**src/rtl/spi_slave_burst.sv**
```systemverilog
// SPI-style slave: command bit, address, then data words into an M x N register array.
// Define SPI_SLAVE_BURST_EN to stream word after word with address auto-increment.
module spi_slave_burst #(
   parameter int N = 8,
   parameter int M = 32
) (
   input  logic clk,
   input  logic rst,
   input  logic CS,
   input  logic MISO,
   output logic MOSI,
   output logic busy,
   output logic err
);

   localparam int AW = $clog2(M);
   localparam int CW = $clog2(N + AW + 1);

   typedef enum logic [1:0] {IDLE, ADDR, DATA} state_t;

   state_t          state, state_next;
   logic            cmd;
   logic [AW-1:0]   addr;
   logic [CW-1:0]   cnt;
   logic [N-1:0]    shift;
   logic [N-1:0]    mem [M];

   logic [AW:0]     addr_cat;
   logic [AW-1:0]   addr_shifted;
   logic [N-1:0]    word_in;
   logic [N-1:0]    rd_shift;
   logic            last_addr_bit;
   logic            last_data_bit;
   logic            active;
   logic            mem_we;

   function automatic logic in_range(input logic [AW-1:0] a);
      return {1'b0, a} < (AW+1)'(M);
   endfunction

   assign addr_cat      = {addr, MISO};
   assign addr_shifted  = addr_cat[AW-1:0];
   assign word_in       = {shift[N-2:0], MISO};
   assign last_addr_bit = (cnt == CW'(AW - 1));
   assign last_data_bit = (cnt == CW'(N - 1));
   assign rd_shift      = in_range(addr_shifted) ? mem[addr_shifted] : '0;

`ifdef SPI_SLAVE_BURST_EN
   logic [AW-1:0] addr_inc;
   logic [N-1:0]  rd_inc;

   assign active   = 1'b1;
   assign addr_inc = (addr == AW'(M - 1)) ? '0 : addr + 1'b1;
   assign rd_inc   = in_range(addr_inc) ? mem[addr_inc] : '0;
`else
   // Set after the single data word; the rest of the frame is ignored.
   logic done;

   assign active = ~done;
`endif

   assign mem_we = (state == DATA) && !CS && cmd && active && last_data_bit && in_range(addr);

   always_ff @(posedge clk or posedge rst) begin
      if (rst) state <= IDLE;
      else     state <= state_next;
   end

   always_comb begin
      state_next = state;
      busy       = (state != IDLE);
      MOSI       = 1'b0;
      if (CS) begin
         state_next = IDLE;
      end else begin
         case (state)
            IDLE:    state_next = ADDR;
            ADDR:    if (last_addr_bit) state_next = DATA;
            DATA:    state_next = DATA;
            default: state_next = IDLE;
         endcase
      end
      if (state == DATA && !cmd && active) MOSI = shift[N-1];
   end

   always_ff @(posedge clk or posedge rst) begin
      if (rst) begin
         cmd   <= 1'b0;
         addr  <= '0;
         cnt   <= '0;
         shift <= '0;
         err   <= 1'b0;
`ifndef SPI_SLAVE_BURST_EN
         done  <= 1'b0;
`endif
      end else if (CS) begin
         cnt   <= '0;
`ifndef SPI_SLAVE_BURST_EN
         done  <= 1'b0;
`endif
      end else begin
         case (state)
            IDLE: begin
               cmd  <= MISO;
               addr <= '0;
               cnt  <= '0;
               err  <= 1'b0;
`ifndef SPI_SLAVE_BURST_EN
               done <= 1'b0;
`endif
            end
            ADDR: begin
               addr <= addr_shifted;
               if (last_addr_bit) begin
                  cnt <= '0;
                  if (!cmd) shift <= rd_shift;
                  if (!in_range(addr_shifted)) err <= 1'b1;
               end else begin
                  cnt <= cnt + 1'b1;
               end
            end
            DATA: begin
               if (active) begin
                  if (last_data_bit) begin
                     cnt <= '0;
`ifdef SPI_SLAVE_BURST_EN
                     addr  <= addr_inc;
                     shift <= cmd ? word_in : rd_inc;
`else
                     done  <= 1'b1;
                     shift <= word_in;
`endif
                  end else begin
                     cnt   <= cnt + 1'b1;
                     shift <= word_in;
                  end
               end
            end
            default: ;
         endcase
      end
   end

   // NOTE: the array has no reset; only addressed words are ever written.
   always_ff @(posedge clk) begin
      if (mem_we) mem[addr] <= word_in;
   end

endmodule

```
**config.mk**
```make
export PLATFORM = sky130hd
export DESIGN_NAME = spi_slave_burst
export DESIGN_NICKNAME = d
export VERILOG_FILES = /design/src/rtl/spi_slave_burst.sv
export SDC_FILE = /design/constraint.sdc
export NUM_CORES = 1
export LEC_CHECK = 0
export BUFFER_PORTS_ARGS = -buffer_cell sky130_fd_sc_hd__clkbuf_2
export CAP_MARGIN = 30
export CORE_MARGIN = 5
export CORE_UTILIZATION = 57
export CTS_CLUSTER_SIZE = 25
export DETAILED_ROUTE_END_ITERATION = 8
export PLACE_DENSITY = 0.73
export SLEW_MARGIN = 30
export SYNTH_ARGS = -nofsm -noshare
export SYNTH_HDL_FRONTEND = slang
export SYNTH_SLANG_ARGS = --single-unit
```
**constraint.sdc**
```tcl
create_clock -name clk -period 2.6 [get_ports clk]
set_input_delay 0 -clock clk [delete_from_list [all_inputs] [get_ports clk]]
set_output_delay 0 -clock clk [all_outputs]
set_load 0.01 [all_outputs]
```
Word level (Yosys, flattened, before mapping):

Memories as Yosys holds them, arrays and structs flattened.
Cells that the tools add are included.

* flip-flop bits (word level): 21
* bits in latches: 0
* bits in writable memories: 256
* bits in read-only memories: 0
* bits of input ports: 4
* output and inout bits: 3
* word-level logic and storage cells: 57
* memories kept: 1

Memories
* mem: depth 32, bits a word 8, read ports 1, clocked after memory_dff 0, wr ports 1, line 26 `logic [N-1:0] mem [M];`

* add/subtract/negate cells: 1
* multipliers: 0
* divide/modulo/power cells: 0
* magnitude comparators: 0
* eq/ne operators: 9
* shifts and indexed selects: 0
* mux-type cells: 20
* bitwise logic cells: 2
* reduce and logical (&&, ||, !) cells: 18

Operator list (number)
* 8-bit two-way mux: 3
* 4-bit two-way mux: 4
* 8-bit one-hot mux with 2 select lines: 1
* 4-bit one-hot mux with 3 select lines: 1
* 5-bit one-hot mux with 2 select lines: 1
* 4-bit by 3-bit == test with 1-bit output (second input constant): 2
* 1-bit logical AND: 6
* 1-bit two-way mux: 6
* 2-bit inequality test (second input constant): 3
* 3-bit inequality test (second input constant): 2
* 2-bit one-hot mux with 3 select lines: 1
* 2-bit AND reduction: 3
* 2-bit nonzero test: 3
* 5-bit AND reduction: 1
* 4-bit by 1-bit adder with 4-bit output (second input constant): 1
* 2-bit two-way mux: 2
* 4-bit nonzero test: 1
* 3-bit nonzero test: 1
* 2-bit by 1-bit == test with 1-bit output (second input constant): 1
* 2-bit == test (second input constant): 1
* 1-bit logical NOT: 2
* 2-bit logical NOT: 1
* 1-bit NOT: 2
* 1-bit one-hot mux with 2 select lines: 1

Depth between registers and ports, before layout:

Gate-level depths: netlist (run 1).

* depth after elaboration: 7
* depth in mapped cells: 9
* mapped depth without buffers: 7

Worst setup path before layout (run 1):

No wires, ideal clock.

* path type: reg2reg
* start point: reg state[0]
* end point: mem mem[13][0] (enable)
* setup time: 370 ps
* arrival time: 2212 ps
* path slack: 18 ps
* stages on the path, launching flop included: 9
* cell sequence: dfrtp_1 inv_1 ha_1 clkbuf_2 inv_2 or4b_1 or3_1 buf_2 nor2_1

* cells in the longest elaborated chain, start to end: 7

Ends and longest elaborated chain
* start, declared: line 21 `state_t state, state_next;`
* start signal, assigned: line 66 `else state <= state_next;`
* 2-bit == test: line 62 `assign mem_we = (state == DATA) && !CS && cmd && active && last_data_bit && in_range(addr);`
* 1-bit logical AND (4 in a row): line 62
* 1-bit two-way mux: line 146 `if (mem_we) mem[addr] <= word_in;`
* 1-bit two-way mux (not written as such): line 146
* end, declared: line 26

Every way passes these cells.

Worst setup path in the final report (run 1):

* start point: reg state[0]
* end point: mem mem[10][1] (enable)

The elaborated chain is that of the path after synthesis.

==> flow_summary.ini, run 1 <==
[cells_and_area]
finalNonFillerCells = 1064
fin_area_um2 = 13080
area_delta_synth_final_pct = 14.31
postLayoutCoreUtil_pct = 66.78
num-nets-final = 788
mostFrequentLayoutCells = 256 x edfxtp_1, 69 x buf_4, 58 x mux2i_1
fillerInstances = 1326
layout_commonest_cell = edfxtp_1
drive_gt1_share_pct = 20.65
n_antenna_cell = 0

[synth]
async_reset_ff_share_pct = 7.581
yosys_warnings = 0
ys_seq_elements = 277
synth_edf_count = 256
yosysUniqueCellTypes = 58
postSynthAreaPerCell_um2 = 16.05
ys.flop_type = edfxtp_1
seq_area_frac_synth_pct = 71.76
syn_area_um2 = 11440
synth_top_cell_area_share_pct = 67.17
synth_nets = 723
yosysTopAreaCell = edfxtp_1
synth_area_leaders = edfxtp_1 67%, mux2i_1 5.1%, dfrtp_1 4.6%
netlist_instances = 713

[timing]
fin_worst_skew_ps = 15.69
timing.final.ws_setup_ps = 165.4
fin_crit_ps = 2435
tns_ps = 0
finalSetupViolCount = 0
rsz0062_at_grt = no
fin_crit_sh_pct = 93.64
slew_violations = 0
slew_headroom_pct = 33.07
worst_pin_slew_ps = 1004
fmax_ghz = 0.4107
final-hold-violation-count = 0

[place]
io_buffers = 5
pre_cts_ws_ps = 124.0
dp_hpwl_um = 16360
place_inst = 1010
place.gp.congestion = 0.9000
place_area_um2 = 12110

[power_and_ir_drop]
p_switching_uw = 3513
p_int_uw = 8704
irDropWorstVdd_mv = 0.6422
swShare_pct = 28.76
seqPwrFrac_pct = 46.8
p_comb_share_pct = 19.9
p_per_area_nw_per_um2 = 933.9
power_leakage_uw = 0.004433
clock_power_share_pct = 33.3

[clock_tree]
clkLatencyLatePin_ps = 540
clockBufferDepth = 3
root_buffer = clkbuf_16
h-tree-depth = 1
cts_sinks = 277
cts_buffers = 28
cts_tree = yes
cts.clk_slew.worst_paths_ps = 60

[detailed_routing]
wl_per_cell_um = 23.93
ant_nets = 0
viasPerCell = 6.178
vias = 6573
routed_wirelength_um = 25460
dr.first_iter.drc_count = 727
drc = 0
firstDrtPassIters = 6

[run]
maxCapViolCount = 0

[global_route]
grt_max_degree = 43
grt_use_met3_pct = 4.967
grtUsageTotal_pct = 22.81
grt_overflow = 0
antenna_found_initial = 0
grt_pass1_wl_um = 38930
met1_usage_pct = 32.16
grt_pass1_vias = 6645
grt_use_met2_pct = 35.40
top_usage_layer = met2

[worst_setup_path]
r2r_slack_ps = 170
arrival_ps = 2670
worstSetupPathType = reg -> reg
cp-end-kind = register
critPathLaunchType = register
worstPathRequired_ps = 2840
crit_fanout = 8

[floorplanning]
die_area_um2 = 23010
start_util_pct = 58.42
num_rows = 51
ios = 7
core_area_um2 = 19590
die_h_um = 151.7
die_width_um = 151.7

[outcome]
status = complete, no violations

[hold_path]
hold_path_class = in -> async
==> registers in the layout, indices dropped and copies added (netlist names) <==
name and cells:
mem 256, shift 8, addr 5, cnt 4, state 2, cmd 1
done 1
==> cells in the mapped netlist, types with 4 or more instances <==
master / instances
nand2b_1: 11
a22oi_1: 13
o2111a_1: 4
a21oi_1: 23
o221ai_1: 5
a211oi_1: 8
o211ai_1: 9
ha_1: 6
mux4_2: 16
mux2i_1: 58
a22o_1: 9
nor3_1: 4
buf_4: 6
buf_2: 19
dfrtp_1: 21
inv_1: 8
a221oi_1: 6
o22ai_1: 5
nor2b_1: 7
o21ai_0: 19
mux2_2: 19
edfxtp_1: 256
nand3_1: 8
and3b_1: 4
clkbuf_1: 11
nor2_1: 53
nand2_1: 40
nand3b_1: 7
==> metal layers <==
| layer | up-vias | part of all wire, % |
|---|---|---|
| li1 | 2933 | - |
| met1 | 3274 | 42 |
| met2 | 302 | 47 |
| met3 | 64 | 8.4 |
| met4 | 0 | 3.5 |
| met5 | - | 0 |
==> worst max-delay path, stage by stage, from the launching register on <==
cell and delay (ps):
dfrtp_1 400, inv_1 110, ha_1 190, inv_2 40, or4b_1 560, nor2_2 190, nand3_1 100, buf_4 220
nor2_1 150, buf_4 180
==> logic make-up after synthesis <==
family	synth area share (%)
flip-flops	71.76
AO/OA/AOI/OAI	7.369
other	0.03277
multiplexers	10.78
AND/OR/NAND/NOR	7.106
buffers and inverters	2.296
adder cells (fa/ha/maj)	0.6559
==> area by class of cell <==
type,instances,area (um2),share of cell area (%)
Sequential cell,277,8217,62.81
Multi-Input combinational cell,385,2977,22.75
Clock buffer,37,755.7,5.777
Timing Repair Buffer,77,588.1,4.495
Tap cell,265,331.6,2.534
Clock inverter,14,180.2,1.377
Inverter,9,33.78,0.2582
==> power groups by stage <==
stage	sequential (uW)	combinational (uW)	clock [uW]
after floorplan	5830	1350	0
after global placement	5800	2340	0
after detailed placement	5800	2400	0
after CTS	5710	2420	4130
after global routing	5730	2620	4330
final	5720	2430	4070
==> timing repair <==
item	CTS	global route
resized for setup	0	2
setup endpoints to repair	0	17
setup buffers	0	0
hold endpoints to repair	32	0
hold buffers	3	0
==> worst paths after layout <==
| check | start | endpoint | cells past startpoint |
|---|---|---|---|
| worst max register to register | state[0]$_DFFE_PP0P_ | mem[10][1]$_DFFE_PP_ | 9 |
| worst min register to register | state[1]$_DFFE_PP0P_ | state[1]$_DFFE_PP0P_ | 2 |
| worst max-delay path | state[0]$_DFFE_PP0P_ | mem[10][1]$_DFFE_PP_ | 9 |
| max in group asynchronous | rst | addr[1]$_DFFE_PP0P_ | 3 |
| worst min-delay path | rst | cnt[2]$_DFFE_PP0P_ | 3 |
| min in group clk | CS | state[1]$_DFFE_PP0P_ | 3 |
==> stage by stage <==
stage / hold slack (ps) / power, uW
floorplan: -23.47 / 7181
global placement: 155.8 / 8135
detailed placement: 172.3 / 8202
CTS: 157.2 / 12260
global route: 204.2 / 12670
finish: 155.7 / 12220
No activity file was read; power rests on OpenSTA's default activity.
==> run 2, diff against run 1 <==
--- a/config.mk
+++ b/config.mk
@@ -5,8 +5,9 @@
 export SDC_FILE = /design/constraint.sdc
 export NUM_CORES = 1
 export LEC_CHECK = 0
+export ABC_AREA = 1
 export BUFFER_PORTS_ARGS = -buffer_cell sky130_fd_sc_hd__clkbuf_2
-export CAP_MARGIN = 30
+export CAP_MARGIN = 5
 export CORE_MARGIN = 5
 export CORE_UTILIZATION = 57
 export CTS_CLUSTER_SIZE = 25
==> run 2 against run 1 <==
Final cell count increased by 50%. Critical path depth fell by 2. Clock power grew 16%. Sequential power hardly changed. Register-to-register slack gained 100 ps. Area after synthesis increased by 6.9%. Design area grew 7.0%. Non-clock buffer count fell by 8. Power increased by 6.0%. Sequential share of layout area decreased by 4.1 points. Clock-buffer cell count down 1. Critical endpoint is now mem[28][7]$_DFFE_PP_.
==> flow_summary.ini, run 2 <==
[clock_tree]
cts_tree = yes
cts.clk_slew.worst_paths_ps = 60
cts_sinks = 277
clockBufferDepth = 3
clkLatencyLatePin_ps = 540
root_buffer = clkbuf_16
h-tree-depth = 1
post_cts_buffers = 0
cts_buffers = 29

[timing]
slew_headroom_pct = 44.00
worst_pin_slew_ps = 839.0
fmax_ghz = 0.4289
tns_ps = 0
fin_worst_skew_ps = 15.95
finalSetupViolCount = 0
final-hold-violation-count = 0
slew_violations = 0
rsz0062_at_grt = no
fin_crit_sh_pct = 89.67
whs_ps = 78.29
fin_crit_ps = 2331

[synth]
async_reset_ff_share_pct = 7.581
netlist_instances = 1250
synth_area_leaders = edfxtp_1 63%, nand2_1 14%, inv_1 5.6%
ys_seq_elements = 277
ys.flop_type = edfxtp_1
seq_area_frac_synth_pct = 67.13
synth_edf_count = 256
synth.top_cells.by_count = 464 x nand2_1, 256 x edfxtp_1, 184 x inv_1, 117 x nand3_1, 116 x nor2_1
postSynthAreaPerCell_um2 = 9.787
yosysTopAreaCell = edfxtp_1
yosysUniqueCellTypes = 27
syn_area_um2 = 12230
synth_nets = 1260
yosysMostFrequentCell = nand2_1
synth_top_cell_area_share_pct = 62.83
yosys_warnings = 0

[outcome]
status = complete, no violations

[detailed_routing]
viasPerCell = 5.242
vias = 8376
dr.first_iter.drc_count = 958
ant_nets = 0
drc = 0
routed_wirelength_um = 28270
firstDrtPassIters = 7
wl_per_cell_um = 17.69

[power_and_ir_drop]
seqPwrFrac_pct = 44.4
clock_power_share_pct = 36.4
power_leakage_uw = 0.006183
p_per_area_nw_per_um2 = 925.1
p_switching_uw = 3759
p_comb_share_pct = 19.2
p_int_uw = 9188
irDropWorstVdd_mv = 0.7450
swShare_pct = 29.03

[worst_setup_path]
cp-end-kind = register
crit_fanout = 8
reg2reg_to = mem[28][7]$_DFFE_PP_
critPathLaunchType = register
reg2reg_depth = 7
r2r-start = state[0]$_DFFE_PP0P_
arrival_ps = 2580
worstPathRequired_ps = 2850
r2r_slack_ps = 270
worstSetupPathType = reg -> reg

[place]
io_buffers = 5
place.gp.congestion = 0.8732
dp_hpwl_um = 17850

[global_route]
antenna_found_initial = 0
grt_pass1_wl_um = 43580
grt_overflow = 0
grt_max_degree = 153
grt_pass1_vias = 7911
grtUsageTotal_pct = 23.32

[floorplanning]
ios = 7
core_area_um2 = 21090
die_h_um = 156.5
start_util_pct = 58.02
die_area_um2 = 24490
num_rows = 53
die_width_um = 156.5

[cells_and_area]
drive_gt1_share_pct = 9.221
multi_input_area_um2 = 3047
regMostFlops = mem
n_antenna_cell = 0
num-nets-final = 1311
fillerInstances = 1569
area_delta_synth_final_pct = 14.39
mostFrequentLayoutCells = 464 x nand2_1, 256 x edfxtp_1, 184 x inv_1
largest_reg_flops = 256
reg_top3 = mem x256, shift x8, addr x5
regArea_um2 = 8213
layout_commonest_cell = nand2_1

[run]
maxCapViolCount = 0

[hold_path]
worstHoldStart = MISO
hold_end = mem[22][0]$_DFFE_PP_
hold_path_class = in -> reg
holdPathStages = 2
==> run 2: worst max-delay path, stage by stage, from the launching register on <==
cell and delay [ps]:
dfrtp_1 380, inv_1 120, ha_1 290, nand3_1 150, nor3b_2 280, nand2_1 410
nor2_1 210, buf_4 200
==> run 2: kinds of logic (layout without fill, tap and decap cells) <==
kind of cell    count (synthesis)  after routing  share of synthesized area (%)
simple gates                  711            711                          23.37
flops                         277            277                          67.13
buf+inv                       237            310                          7.967
compound gates                 17             17                         0.8182
fa+ha+maj                       6              6                         0.6136
other cells                     1              1                        0.03065
xor+xnor                        1              1                        0.07160
==> run 2: what timing repair did <==
action,4_1_cts,5_1_grt
hold endpoints to repair,29,0
hold buffers,2,0
endpoints found under the setup margin,0,0
resized for setup,0,0
==> run 2: area by class of cell <==
cell class                 instances  area share (%)
multi-input combinational        736           21.77
clock buffer                      36           5.659
timing repair buffer              69           4.113
tap                              275           2.459
clock inverter                    17           2.253
sequential                       277           58.69
inverter                         188           5.060
==> run 2: worst max-delay path by stage <==
stage	from	end	slack [ps]
after floorplan	state[0]$_DFFE_PP0P_	mem[0][0]$_DFFE_PP_	560
after global placement	state[0]$_DFFE_PP0P_	mem[17][6]$_DFFE_PP_	350
after detailed placement	state[0]$_DFFE_PP0P_	mem[13][1]$_DFFE_PP_	270
after CTS	state[0]$_DFFE_PP0P_	mem[13][4]$_DFFE_PP_	260
after global routing	state[0]$_DFFE_PP0P_	mem[5][4]$_DFFE_PP_	60
final	state[0]$_DFFE_PP0P_	mem[28][7]$_DFFE_PP_	270
==> run 2: per-stage QoR <==
step / setup WS [ps] / cells / total power, uW / instance area, um2 / utilization (%)
after detailed placement: 274.6 / 1543 / 8279 / 12870 / 61.02
after floorplan: 562.5 / 1250 / 7131 / 12230 / -
after CTS: 263.3 / 1598 / 12950 / 13990 / 66.36
after global placement: 354.9 / 1543 / 8244 / 12870 / 61.02
after global routing: 57.20 / 1598 / 13420 / 13990 / 66.36
final: 268.6 / 1598 / 12950 / 13990 / 66.36
==> run 2: power by group through the flow <==
stage	registers (uW)	logic, uW	clock network (uW)
global placement	5820	2420	0
global route	5750	2710	4950
detailed placement	5830	2450	0
CTS	5740	2470	4740
floorplan	5830	1300	0
finish	5740	2490	4720
==> run 2: layer usage <==
layer  GRT usage, %  up-vias  part of all wire, %  wire length (um)
li1               -     4064                    -                 -
met1          33.10     3833                   42             11940
met2          37.49      402                   46             12880
met3          3.789       77                  8.6              2423
met4          7.314        0                  3.6              1022
met5              0        -                    0                 0
